--- src/rtl/page_stream_bridge.sv ---
// page_stream_bridge: glue between leaf-interface user ports and an HLS kernel.
// Per-channel FIFOs bridge vld/ack streams; an FSM sequences ap_rst/ap_start.

module page_stream_fifo #(
  parameter int unsigned WIDTH      = 32,
  parameter int unsigned DEPTH_LOG2 = 2
) (
  input  logic             clk,
  input  logic             reset,
  input  logic [WIDTH-1:0] push_data,
  input  logic             push_vld,
  output logic             push_ack,
  output logic [WIDTH-1:0] pop_data,
  output logic             pop_vld,
  input  logic             pop_ack
);
  localparam int unsigned DEPTH = 1 << DEPTH_LOG2;
  localparam int unsigned CNT_W = DEPTH_LOG2 + 1;

  logic [WIDTH-1:0]      mem [DEPTH];
  logic [DEPTH_LOG2-1:0] wr_ptr;
  logic [DEPTH_LOG2-1:0] rd_ptr;
  logic [CNT_W-1:0]      count;
  logic [CNT_W-1:0]      count_nxt;
  logic                  push;
  logic                  pop;

  // push_ack is the registered not-full flag, so a full FIFO refuses a push
  // even when a pop happens on the same edge.
  assign push     = push_vld & push_ack;
  assign pop      = pop_vld & pop_ack;
  assign pop_data = mem[rd_ptr];

  always_comb begin
    count_nxt = count;
    case ({push, pop})
      2'b10:   count_nxt = count + CNT_W'(1);
      2'b01:   count_nxt = count - CNT_W'(1);
      default: count_nxt = count;
    endcase
  end

  always_ff @(posedge clk) begin
    if (!reset) begin
      wr_ptr   <= '0;
      rd_ptr   <= '0;
      count    <= '0;
      push_ack <= 1'b0;
      pop_vld  <= 1'b0;
    end else begin
      if (push) wr_ptr <= wr_ptr + DEPTH_LOG2'(1);
      if (pop)  rd_ptr <= rd_ptr + DEPTH_LOG2'(1);
      count    <= count_nxt;
      push_ack <= (count_nxt != CNT_W'(DEPTH));
      pop_vld  <= (count_nxt != CNT_W'(0));
    end
  end

  // Storage is not reset; pop_vld alone guards against stale words.
  always_ff @(posedge clk) begin
    if (push) mem[wr_ptr] <= push_data;
  end
endmodule

module page_stream_bridge #(
  parameter int unsigned PAYLOAD_BITS    = 32,
  parameter int unsigned NUM_IN_PORTS    = 1,
  parameter int unsigned NUM_OUT_PORTS   = 1,
  parameter int unsigned FIFO_DEPTH_LOG2 = 2,
  parameter int unsigned RST_HOLD_CYCLES = 4,
  parameter int unsigned AUTO_RESTART    = 1
) (
  input  logic                                    clk,
  input  logic                                    reset,
  input  logic [NUM_IN_PORTS*PAYLOAD_BITS-1:0]    dout_leaf_interface2user,
  input  logic [NUM_IN_PORTS-1:0]                 vld_interface2user,
  output logic [NUM_IN_PORTS-1:0]                 ack_user2interface,
  output logic [NUM_OUT_PORTS*PAYLOAD_BITS-1:0]   din_leaf_user2interface,
  output logic [NUM_OUT_PORTS-1:0]                vld_user2interface,
  input  logic [NUM_OUT_PORTS-1:0]                ack_interface2user,
  output logic [NUM_IN_PORTS*PAYLOAD_BITS-1:0]    kin_data,
  output logic [NUM_IN_PORTS-1:0]                 kin_vld,
  input  logic [NUM_IN_PORTS-1:0]                 kin_ack,
  input  logic [NUM_OUT_PORTS*PAYLOAD_BITS-1:0]   kout_data,
  input  logic [NUM_OUT_PORTS-1:0]                kout_vld,
  output logic [NUM_OUT_PORTS-1:0]                kout_ack,
  output logic                                    ap_rst,
  output logic                                    ap_start,
  input  logic                                    ap_done,
  input  logic                                    restart,
  output logic [15:0]                             done_count
);
  localparam int unsigned HOLD_W = (RST_HOLD_CYCLES > 1) ? $clog2(RST_HOLD_CYCLES) : 1;

  typedef enum logic [2:0] {
    ST_HOLD  = 3'd0,
    ST_START = 3'd1,
    ST_RUN   = 3'd2,
    ST_DONE  = 3'd3,
    ST_WAIT  = 3'd4
  } state_t;

  state_t              state;
  logic [HOLD_W-1:0]   hold_cnt;
  logic                kernel_en;
  logic [NUM_IN_PORTS-1:0]  in_vld_q;
  logic [NUM_OUT_PORTS-1:0] out_ack_q;

  // Interface -> kernel channels; kernel side is gated off while in HOLD.
  for (genvar i = 0; i < NUM_IN_PORTS; i++) begin : g_in
    page_stream_fifo #(
      .WIDTH      (PAYLOAD_BITS),
      .DEPTH_LOG2 (FIFO_DEPTH_LOG2)
    ) u_fifo (
      .clk       (clk),
      .reset     (reset),
      .push_data (dout_leaf_interface2user[i*PAYLOAD_BITS +: PAYLOAD_BITS]),
      .push_vld  (vld_interface2user[i]),
      .push_ack  (ack_user2interface[i]),
      .pop_data  (kin_data[i*PAYLOAD_BITS +: PAYLOAD_BITS]),
      .pop_vld   (in_vld_q[i]),
      .pop_ack   (kin_ack[i] & kernel_en)
    );
    assign kin_vld[i] = in_vld_q[i] & kernel_en;
  end

  // Kernel -> interface channels.
  for (genvar j = 0; j < NUM_OUT_PORTS; j++) begin : g_out
    page_stream_fifo #(
      .WIDTH      (PAYLOAD_BITS),
      .DEPTH_LOG2 (FIFO_DEPTH_LOG2)
    ) u_fifo (
      .clk       (clk),
      .reset     (reset),
      .push_data (kout_data[j*PAYLOAD_BITS +: PAYLOAD_BITS]),
      .push_vld  (kout_vld[j] & kernel_en),
      .push_ack  (out_ack_q[j]),
      .pop_data  (din_leaf_user2interface[j*PAYLOAD_BITS +: PAYLOAD_BITS]),
      .pop_vld   (vld_user2interface[j]),
      .pop_ack   (ack_interface2user[j])
    );
    assign kout_ack[j] = out_ack_q[j] & kernel_en;
  end

  // Kernel control sequencer.
  always_ff @(posedge clk) begin
    if (!reset) begin
      state      <= ST_HOLD;
      hold_cnt   <= '0;
      ap_rst     <= 1'b1;
      ap_start   <= 1'b0;
      kernel_en  <= 1'b0;
      done_count <= 16'd0;
    end else begin
      case (state)
        ST_HOLD: begin
          if (hold_cnt == HOLD_W'(RST_HOLD_CYCLES - 1)) begin
            state     <= ST_START;
            ap_rst    <= 1'b0;
            ap_start  <= 1'b1;
            kernel_en <= 1'b1;
          end else begin
            hold_cnt <= hold_cnt + HOLD_W'(1);
          end
        end
        ST_START: begin
          state    <= ST_RUN;
          ap_start <= 1'b0;
        end
        ST_RUN: begin
          if (ap_done) begin
            state <= ST_DONE;
            if (done_count != 16'hFFFF) done_count <= done_count + 16'd1;
          end
        end
        ST_DONE: begin
          if (AUTO_RESTART != 0) begin
            state    <= ST_START;
            ap_start <= 1'b1;
          end else begin
            state <= ST_WAIT;
          end
        end
        ST_WAIT: begin
          if (restart) begin
            state    <= ST_START;
            ap_start <= 1'b1;
          end
        end
        default: begin
          state <= ST_HOLD;
        end
      endcase
    end
  end
endmodule
--- config.mk ---
export PLATFORM = sky130hd
export DESIGN_NAME = page_stream_bridge
export DESIGN_NICKNAME = d
export VERILOG_FILES = /design/src/rtl/page_stream_bridge.sv
export SDC_FILE = /design/constraint.sdc
export NUM_CORES = 1
export LEC_CHECK = 0
export ABC_AREA = 1
export ABC_CLOCK_PERIOD_IN_PS = 6900
export CAP_MARGIN = 25
export CORE_MARGIN = 3
export CORE_UTILIZATION = 40
export CTS_CLUSTER_DIAMETER = 60
export DETAILED_ROUTE_END_ITERATION = 8
export GPL_TIMING_DRIVEN = 0
export HOLD_SLACK_MARGIN = 0.02
export PLACE_DENSITY = 0.6
export SLEW_MARGIN = 20
export SYNTH_ARGS = -nofsm -noshare
export SYNTH_HDL_FRONTEND = slang
export SYNTH_HIERARCHICAL = 1
export SYNTH_SLANG_ARGS = --single-unit
--- constraint.sdc ---
create_clock -name clk -period 6.9 [get_ports clk]
set_input_delay 0.69 -clock clk [delete_from_list [all_inputs] [get_ports clk]]
set_output_delay 0.69 -clock clk [all_outputs]
set_load 0.01 [all_outputs]
==> results.toml, run 1 <==
[logic_synthesis]
synthAdderAreaFrac_pct = 1.92
synth_area_leaders = "edfxtp_1 65%, dfxtp_1 7.6%, nor2_1 5.7%"
ys_types = 26
netlist_top_cells_count = "256 x edfxtp_1, 181 x nor2_1, 85 x o21ai_0"
ys_seq_area_share_pct = 72.6
syn_inst = 938
postSynthAreaPerCell_um2 = 12.6
synth_top_family_by_area = "compound AO/OA/AOI/OAI gates"
synth_edf_count = 256
yosysTopAreaCellShare_pct = 65.0
synth_mux_area_share_pct = 0
yosys_warnings = 6
synth_compound_area_share_pct = 10.7
yosys_register_bits = 301
async_reset_ff_share_pct = 0
synth_top_area_cell = "edfxtp_1"
yosysMostFrequentCell = "edfxtp_1"
synth_flop_cell = "edfxtp_1"
synth_xor_area_share_pct = 0.296
synth_area_um2 = 11800
syn-num-nets = 1027
synth-simple-area-share_pct = 9.68

[pwr]
power.share.switching_pct = 23.5
p_seq_share_pct = 48.1
p_clk_share_pct = 39.1
intPower_mw = 3.32
powerDensity_nw_per_um2 = 285
p_leak_nw = 5.37
ir_drop_uv = 140
p_comb_share_pct = 12.8
p_switching_mw = 1.02

[drt]
viasPerCell = 5.05
drtPass1Iterations = 5
finalWirelength_mm = 26.7
drtIter0Drc = 508
drc = 0
ant_nets = 0
drt-wirelength-per-cell_um = 17.3
via_count = 7819

[clock_network]
cts_hold_buf = 0
path_clk_slew_ps = 60
cts_resized = 0
cts.sinks = 301
post_cts.repair.setup_buffers = 0
clk_latency_ps = 490
cts_buffers = 34
clock_path_buffers = 3
tritoncts = "done"
h-tree-depth = 2
cts_root_buf = "clkbuf_16"

[timing]
setup-violations-final = 0
fin_worst_skew_ps = 7.50
fmax_mhz = 333
hold_viol = 0
fin_setup_tns_ps = 0
fin_crit_ps = 3000
slew_headroom_pct = 45.3
tightest_slew_ps = 818
final_max_slew_viol_count = 0
rsz0062_at_grt = "false"
post-route-period-util_pct = 43.5

[final_layout]
drive_above_1_share_pct = 10.1
antenna_cells = 0
num-fill-cells = 2459
syn_to_final_growth_pct = 28.5
final_cells = 1547
fin_nets = 1227

[placement]
dp_cells = 1486
portBuffers = 156
hpwl_mm = 17.2
place_congestion = 0.809

[grt]
grt_pass1_vias = 7656
globalRouteOverflowTotal = 0
antenna_found_initial = 1
grt_start_max_net_pins = 24
grt.total_usage_pct = 16.7
grt_pass1_wl_mm = 41.4

[run_status]
status = "completed"

[worst_setup_path]
crit_type = "flop to output port"
worstPathRequired_ps = 6210
endpoint = "kin_data[7]"
cp_cell_sequence = "clkbuf_1, o21ai_0, o22ai_1, clkdlybuf4s50_1"
r2r_setup_slack_ps = 4550
critPathLaunchType = "flop"
reg2reg_to = "g_out[0].u_fifo/push_ack"
crit_arrival_ps = 2310
worstSetupEndpointType = "output port"
max_stage_delay_ps = 610
reg2reg_from = "kernel_en"
slowest_stage = "clkdlybuf4s50_1"
worstPathMaxFanout = 10
r2r_cells = 10

[die]
rows = 62
ioPinCount = 158
die_h_um = 178
coreArea_um2 = 28900
fp.dieArea_um2 = 31700
die_w_um = 178
start_util_pct = 40.9

[run]
maxCapViolCount = 0

[min_path]
min_from = "ap_rst"
worstHoldPathType = "flop to flop"
-- area by class of cell --
| type | instances | area, um2 | share of cell area, % |
|---|---|---|---|
| tap | 384 | 480 | 3.16 |
| clock inverter | 18 | 153 | 1.00 |
| buffer | 42 | 360 | 2.37 |
| timing repair buffer | 164 | 1770 | 11.7 |
| multi-input combinational | 542 | 2730 | 17.9 |
| inverter | 53 | 214 | 1.41 |
| clock buffer | 43 | 906 | 5.96 |
| sequential | 301 | 8590 | 56.5 |
-- cells by family (layout without fill, tap and decap cells) --
group / Yosys count / after routing
flip-flops: 301 / 301
adder cells (fa/ha/maj): 17 / 17
buffers and inverters: 95 / 320
XOR/XNOR: 4 / 4
AND/OR/NAND/NOR: 287 / 287
AO/OA/AOI/OAI: 234 / 234
-- worst min path at each step --
stage	depth (start not counted)	endpoint	slack, ps
6_report	2	ap_rst	470
3_3_place_gp	2	hold_cnt[0]	460
4_1_cts	2	hold_cnt[0]	480
2_1_floorplan	2	hold_cnt[0]	440
5_1_grt	2	hold_cnt[0]	500
3_5_place_dp	2	hold_cnt[0]	460
-- worst max-delay path, delay by kind of cell (launching register included) --
kind	cells	cell delay, ps
buffers and inverters	2	1010
AO/OA/AOI/OAI	2	470
flip-flops	1	340
-- state kept, by name, summed over array words and instances (netlist names), named ones only --
register               cells
ap_rst                     1
ap_start                   1
done_count                16
g_in.u_fifo/count          3
g_in.u_fifo/mem          128
g_in.u_fifo/pop_vld        1
g_in.u_fifo/push_ack       1
g_in.u_fifo/rd_ptr         2
g_in.u_fifo/wr_ptr         2
g_out.u_fifo/count         3
g_out.u_fifo/mem         128
g_out.u_fifo/pop_vld       1
g_out.u_fifo/push_ack      1
g_out.u_fifo/rd_ptr        2
g_out.u_fifo/wr_ptr        2
hold_cnt                   2
kernel_en                  1
state                      2
-- layer usage --
metal	global-route usage, %	part of all wire, %
met3	3.55	5.8
met5	0	0.075
met4	4.71	2.1
met1	22.9	44
met2	27.2	48
-- through the flow --
| stage | worst slack [ps] | utilization, % | area (um2) | hold WS [ps] | power (mW) |
|---|---|---|---|---|---|
| 3_5_place_dp | 3760 | 48.9 | 14100 | 465 | 2.69 |
| 5_1_grt | 3720 | 52.5 | 15200 | 495 | 4.53 |
| 4_1_cts | 3830 | 52.5 | 15200 | 477 | 4.40 |
| 2_1_floorplan | 4170 | - | 11800 | 443 | 2.40 |
| 3_3_place_gp | 2430 | 47.9 | 13900 | 455 | 2.67 |
| 6_report | 3900 | 52.5 | 15200 | 472 | 4.34 |
-- placed cells by master (no fill, tap or decap), types with 3 or more instances in the layout --
cell type and count:
edfxtp_1 256, nor2_1 173, clkdlybuf4s50_1 156, o21ai_0 85, nand2_1 77, o22ai_1 64
o21ai_1 57, inv_1 49, dfxtp_1 45, clkbuf_16 35, a21oi_1 25, buf_6 22
nand3_1 17, ha_1 15, buf_2 12, clkbuf_1 10, nor2_4 8, buf_16 7
nor2_2 6, clkinv_1 6, buf_4 6, clkinv_2 5, xor2_1 4, inv_8 3
-- power by group through the flow --
stage,registers [mW],logic [mW],clock network [mW]
6_report,2.09,0.555,1.70
5_1_grt,2.09,0.619,1.82
4_1_cts,2.09,0.564,1.74
3_5_place_dp,2.13,0.562,0
3_3_place_gp,2.13,0.537,0
2_1_floorplan,2.13,0.277,0
No activity file was read; power rests on OpenSTA's default activity.
==> inputs of run 2 (changes only) <==
- ABC_CLOCK_PERIOD_IN_PS: 6900 -> 2600
- PLACE_DENSITY: 0.6 -> 0.62
- clock period: 6.9 -> 2.6 ns (I/O delays scaled with it)
==> run 2 against run 1 <==
Effect of this change:
- clock skew up 6.9 ps
- sequential share of layout area is 0.12 points higher
- worst setup slack lost 3800 ps
- first-iteration DRC count grew 24%
- cell count shrank 0.19%
- critical path type unchanged
- critical path depth stayed put
- global-route usage decreased by 0.32 points
- hold slack worse by 130 ps
- power rose to 2.6 times the previous value
==> results.toml, run 2 (synthesized netlist as in run 1, its figures left out) <==
[run_status]
status = "completed"

[timing]
whs_ps = 338
rsz0062_at_grt = "false"
setup-violations-final = 0
hold_viol = 0
tightest_slew_ps = 766
slew_headroom_pct = 48.8
fin_worst_skew_ps = 14.4
post-route-period-util_pct = 95.1
fmax_mhz = 405
final_max_slew_viol_count = 0
fin_crit_ps = 2470

[final_layout]
final_cells = 1544
syn_to_final_growth_pct = 28.3
fin_area_um2 = 15200
final_cell_mix = "256 x edfxtp_1, 173 x nor2_1, 156 x clkdlybuf4s50_1"
reg_top3 = "g_in.u_fifo/mem x128, g_out.u_fifo/mem x128, done_count x16"
layout_commonest_cell = "edfxtp_1"
drive_above_1_share_pct = 10.5
num-fill-cells = 2456
fin_nets = 1224

[placement]
dp_cells = 1486
dpl_cell_area_um2 = 14100
hpwl_mm = 17.1
place_congestion = 0.789
portBuffers = 156

[clock_network]
clk_latency_ps = 540
cts_root_buf = "clkbuf_16"
cts_buffers = 31
h-tree-depth = 1
tritoncts = "done"
cts.sinks = 301
path_clk_slew_ps = 60
clock_path_buffers = 3

[worst_setup_path]
cp_cell_sequence = "clkbuf_4, o21ai_0, o22ai_1, clkdlybuf4s50_1"
critPathLaunchType = "flop"
worstSetupEndpointType = "output port"
crit_arrival_ps = 2210
max_stage_delay_ps = 600
crit_type = "flop to output port"
slowest_stage = "clkdlybuf4s50_1"
worstPathRequired_ps = 2340
worstPathMaxFanout = 10

[grt]
grt_start_max_net_pins = 21
grt_pass1_vias = 7604
grt.total_usage_pct = 16.4
antenna_found_initial = 1
grt_pass1_wl_mm = 41.1
globalRouteOverflowTotal = 0

[drt]
drtIter0Drc = 631
ant_nets = 0
drtPass1Iterations = 5
via_count = 7644
drt-wirelength-per-cell_um = 17.1
drc = 0
finalWirelength_mm = 26.4
viasPerCell = 4.95

[die]
rows = 62
fp.dieArea_um2 = 31700
start_util_pct = 40.9
coreArea_um2 = 28900
die_h_um = 178
ioPinCount = 158
die_w_um = 178

[pwr]
intPower_mw = 8.71
p_leak_nw = 5.35
p_comb_share_pct = 12.9
powerDensity_nw_per_um2 = 749
p_switching_mw = 2.66
p_seq_share_pct = 48.8
p_clk_share_pct = 38.3
ir_drop_uv = 477
power.share.switching_pct = 23.4
p_total_mw = 11.4

[run]
maxCapViolCount = 0

[min_path]
worstHoldPathType = "input pin to flop"
run 2: final timing paths:
check / start / end / slack, ps / cells after the start
setup / recovery: flop / din_leaf_user2interface[22] / 130 / 4
hold / removal: dout_leaf_interface2user[11] / g_in[0].u_fifo/mem[1][11] / 340 / 1
setup reg to reg: kernel_en / g_out[0].u_fifo/push_ack / 260 / 10
hold reg to reg: g_out[0].u_fifo/rd_ptr[0] / g_out[0].u_fifo/rd_ptr[0] / 470 / 1
run 2: layout make-up:
| class | instances | area (um2) | area share, % |
|---|---|---|---|
| Timing Repair Buffer | 164 | 1770 | 11.7 |
| Multi-Input combinational cell | 542 | 2740 | 18.0 |
| Tap cell | 384 | 480 | 3.17 |
| Antenna cell | 2 | 5.00 | 0.0330 |
| Clock buffer | 35 | 791 | 5.21 |
| Sequential cell | 301 | 8590 | 56.6 |
| Buffer | 42 | 368 | 2.42 |
| Clock inverter | 21 | 218 | 1.43 |
| Inverter | 53 | 214 | 1.41 |
run 2: repair_timing:
item | CTS | global route
resized for setup | 2 | 5
setup buffers | 0 | 0
endpoints found under the setup margin | 9 | 21
hold buffers | 0 | 0
pin swaps | 0 | 0
gates cloned | 0 | 0
run 2: metal layers:
metal / up-vias / wire (um) / track usage, %
met5: - / 0 / 0
li1: 3769 / - / -
met2: 199 / 12500 / 27.1
met3: 28 / 1600 / 3.09
met4: 0 / 297 / 3.50
met1: 3648 / 12100 / 22.8
run 2: through the flow:
stage                     TNS, ps  util (%)  setup slack (ps)
final                           0      52.4               129
after global routing            0      52.4              7.54
after CTS                       0      52.4              6.16
after detailed placement     -131      48.9             -65.5
after global placement    -335970      47.9             -1440
after floorplan                 0         -               193
run 2: power groups by stage:
stage	Clock [mW]	Combinational (mW)	Sequential, mW
6_report	4.35	1.47	5.55
5_1_grt	4.64	1.63	5.56
4_1_cts	4.45	1.49	5.55
3_5_place_dp	0	1.48	5.65
3_3_place_gp	0	1.42	5.66
2_1_floorplan	0	0.734	5.64
run 2: critical path, delay by kind of cell, from the launching register on:
family | cells | cell delay [ps]
buffers and inverters | 2 | 860
AOI/OAI and AO/OA | 2 | 380
DFF | 1 | 440
==> inputs of run 3 (changes only) <==
- CAP_MARGIN: 25 -> default
- CTS_BUF_LIST: default -> sky130_fd_sc_hd__clkbuf_4 sky130_fd_sc_hd__clkbuf_8
==> run 3 against run 2 <==
Effect of this change:
- hold slack better by 16 ps
- cell count is 1.9% higher
- power is 4.1% lower
- via count is 1.7% higher
- register-to-register slack hardly changed
- worst setup slack worse by 2.9 ps
- die area stayed put
- clock skew is 1.8 ps higher
- clock power is 11% lower
- fmax is 0.12% lower
- flip-flop and latch count stayed put
- critical endpoint is now din_leaf_user2interface[17]
- largest cell class unchanged
- largest power group unchanged
- highest routed layer is now met5
==> results.toml, run 3 (synthesized netlist as in run 1, its figures left out) <==
[run_status]
status = "completed"

[clock_network]
path_clk_slew_ps = 60
tritoncts = "done"
clock_path_buffers = 3
cts.sinks = 301
post_cts.repair.setup_buffers = 0
cts_root_buf = "clkbuf_8"
cts_buffers = 48
h-tree-depth = 2
cts_hold_buf = 0
clk_latency_ps = 540

[drt]
drtPass1Iterations = 5
drc = 0
finalWirelength_mm = 26.7
viasPerCell = 4.94
ant_nets = 0
drt-wirelength-per-cell_um = 17.0
via_count = 7777
drtIter0Drc = 501

[die]
fp.dieArea_um2 = 31700
rows = 62
ioPinCount = 158
die_w_um = 178
coreArea_um2 = 28900
start_util_pct = 40.9
die_h_um = 178

[grt]
globalRouteOverflowTotal = 0
grt_pass1_vias = 7783
antenna_found_initial = 1
grt.total_usage_pct = 16.6
grt_start_max_net_pins = 21
grt_pass1_wl_mm = 41.2

[worst_setup_path]
r2r_setup_slack_ps = 250
endpoint = "din_leaf_user2interface[17]"
cp_cell_sequence = "buf_2, o21ai_0, o22ai_1, clkdlybuf4s50_1"
worstPathRequired_ps = 2340
reg2reg_from = "kernel_en"
worstSetupEndpointType = "output port"
critPathLaunchType = "flop"
max_stage_delay_ps = 600
reg2reg_to = "g_out[0].u_fifo/push_ack"
worstPathMaxFanout = 10
r2r_cells = 10
slowest_stage = "clkdlybuf4s50_1"
crit_type = "flop to output port"
crit_arrival_ps = 2210

[timing]
tightest_slew_ps = 794
fin_setup_tns_ps = 0
slew_headroom_pct = 46.9
post-route-period-util_pct = 95.2
fin_crit_ps = 2470
fin_worst_skew_ps = 16.2
whs_ps = 353
final_max_slew_viol_count = 0
setup-violations-final = 0
fmax_mhz = 404
hold_viol = 0
rsz0062_at_grt = "false"

[final_layout]
final_cell_mix = "256 x edfxtp_1, 173 x nor2_1, 156 x clkdlybuf4s50_1"
layout_commonest_cell = "edfxtp_1"
antenna_cells = 0
final_cells = 1573
syn_to_final_growth_pct = 27.7
fin_nets = 1241
reg_top3 = "g_in.u_fifo/mem x128, g_out.u_fifo/mem x128, done_count x16"
fin_area_um2 = 15100
drive_above_1_share_pct = 13.2

[min_path]
holdPathStages = 1
worstHoldPathType = "input pin to flop"

[pwr]
ir_drop_uv = 386
p_leak_nw = 5.38
powerDensity_nw_per_um2 = 722
p_total_mw = 10.9

[placement]
hpwl_mm = 17.2
place_congestion = 0.789
dpl_cell_area_um2 = 14100
dp_cells = 1486
portBuffers = 156

[run]
maxCapViolCount = 0
==> run 3: cell type report <==
| cell class | count | area [um2] |
|---|---|---|
| plain buffers | 42 | 368 |
| clock buffers | 75 | 888 |
| clock inverters | 12 | 57.6 |
| fillers | 2484 | 13800 |
| inverters | 53 | 214 |
| multi-input cells | 542 | 2740 |
| flip-flops and latches | 301 | 8590 |
| well taps | 384 | 480 |
| repair buffers | 164 | 1770 |
==> run 3: critical path: cells and delay by family (launching register included) <==
| kind | cells | cell delay, ps |
|---|---|---|
| AO/OA/AOI/OAI | 2 | 390 |
| buffers and inverters | 2 | 870 |
| flip-flops | 1 | 430 |
==> run 3: through the flow <==
step | setup slack, ps | utilization (%)
after global placement | -1440 | 47.9
after detailed placement | -70.8 | 48.9
after floorplan | 193 | -
final | 126 | 52.2
after CTS | 30.3 | 52.2
after global routing | 25.6 | 52.2
==> run 3: where the power goes <==
group	total [mW]	internal, mW	switching (mW)	leakage, nW
clock network	3.88	2.17	1.71	0.516
logic	1.47	0.679	0.791	2.18
registers	5.55	5.45	0.0983	2.68
==> run 3: metal layers <==
layer  up-vias  routed length, um  part of all wire [%]  global-route usage (%)
li1       3797                  -                     -                       -
met1      3732              11800                    44                    22.0
met2       209              12700                    48                    27.6
met3        37               1710                   6.4                    3.92
met4         2                426                   1.6                    4.52
met5         -                 20                 0.075                       0
==> run 3: what timing repair did <==
action / CTS / global route
cloned: 0 / 0
setup endpoints to repair: 8 / 19
gates resized for setup: 3 / 4
==> run 3: worst min-delay path by stage <==
stage,startpoint,endpoint,slack (ps)
after floorplan,dout_leaf_interface2user[0],g_in[0].u_fifo/mem[0][0],360
after CTS,dout_leaf_interface2user[14],g_in[0].u_fifo/mem[3][14],310
after detailed placement,g_out[0].u_fifo/rd_ptr[0],g_out[0].u_fifo/rd_ptr[0],460
after global placement,hold_cnt[0],hold_cnt[0],460
final,kout_data[8],g_out[0].u_fifo/mem[0][8],350
after global routing,dout_leaf_interface2user[14],g_in[0].u_fifo/mem[3][14],310
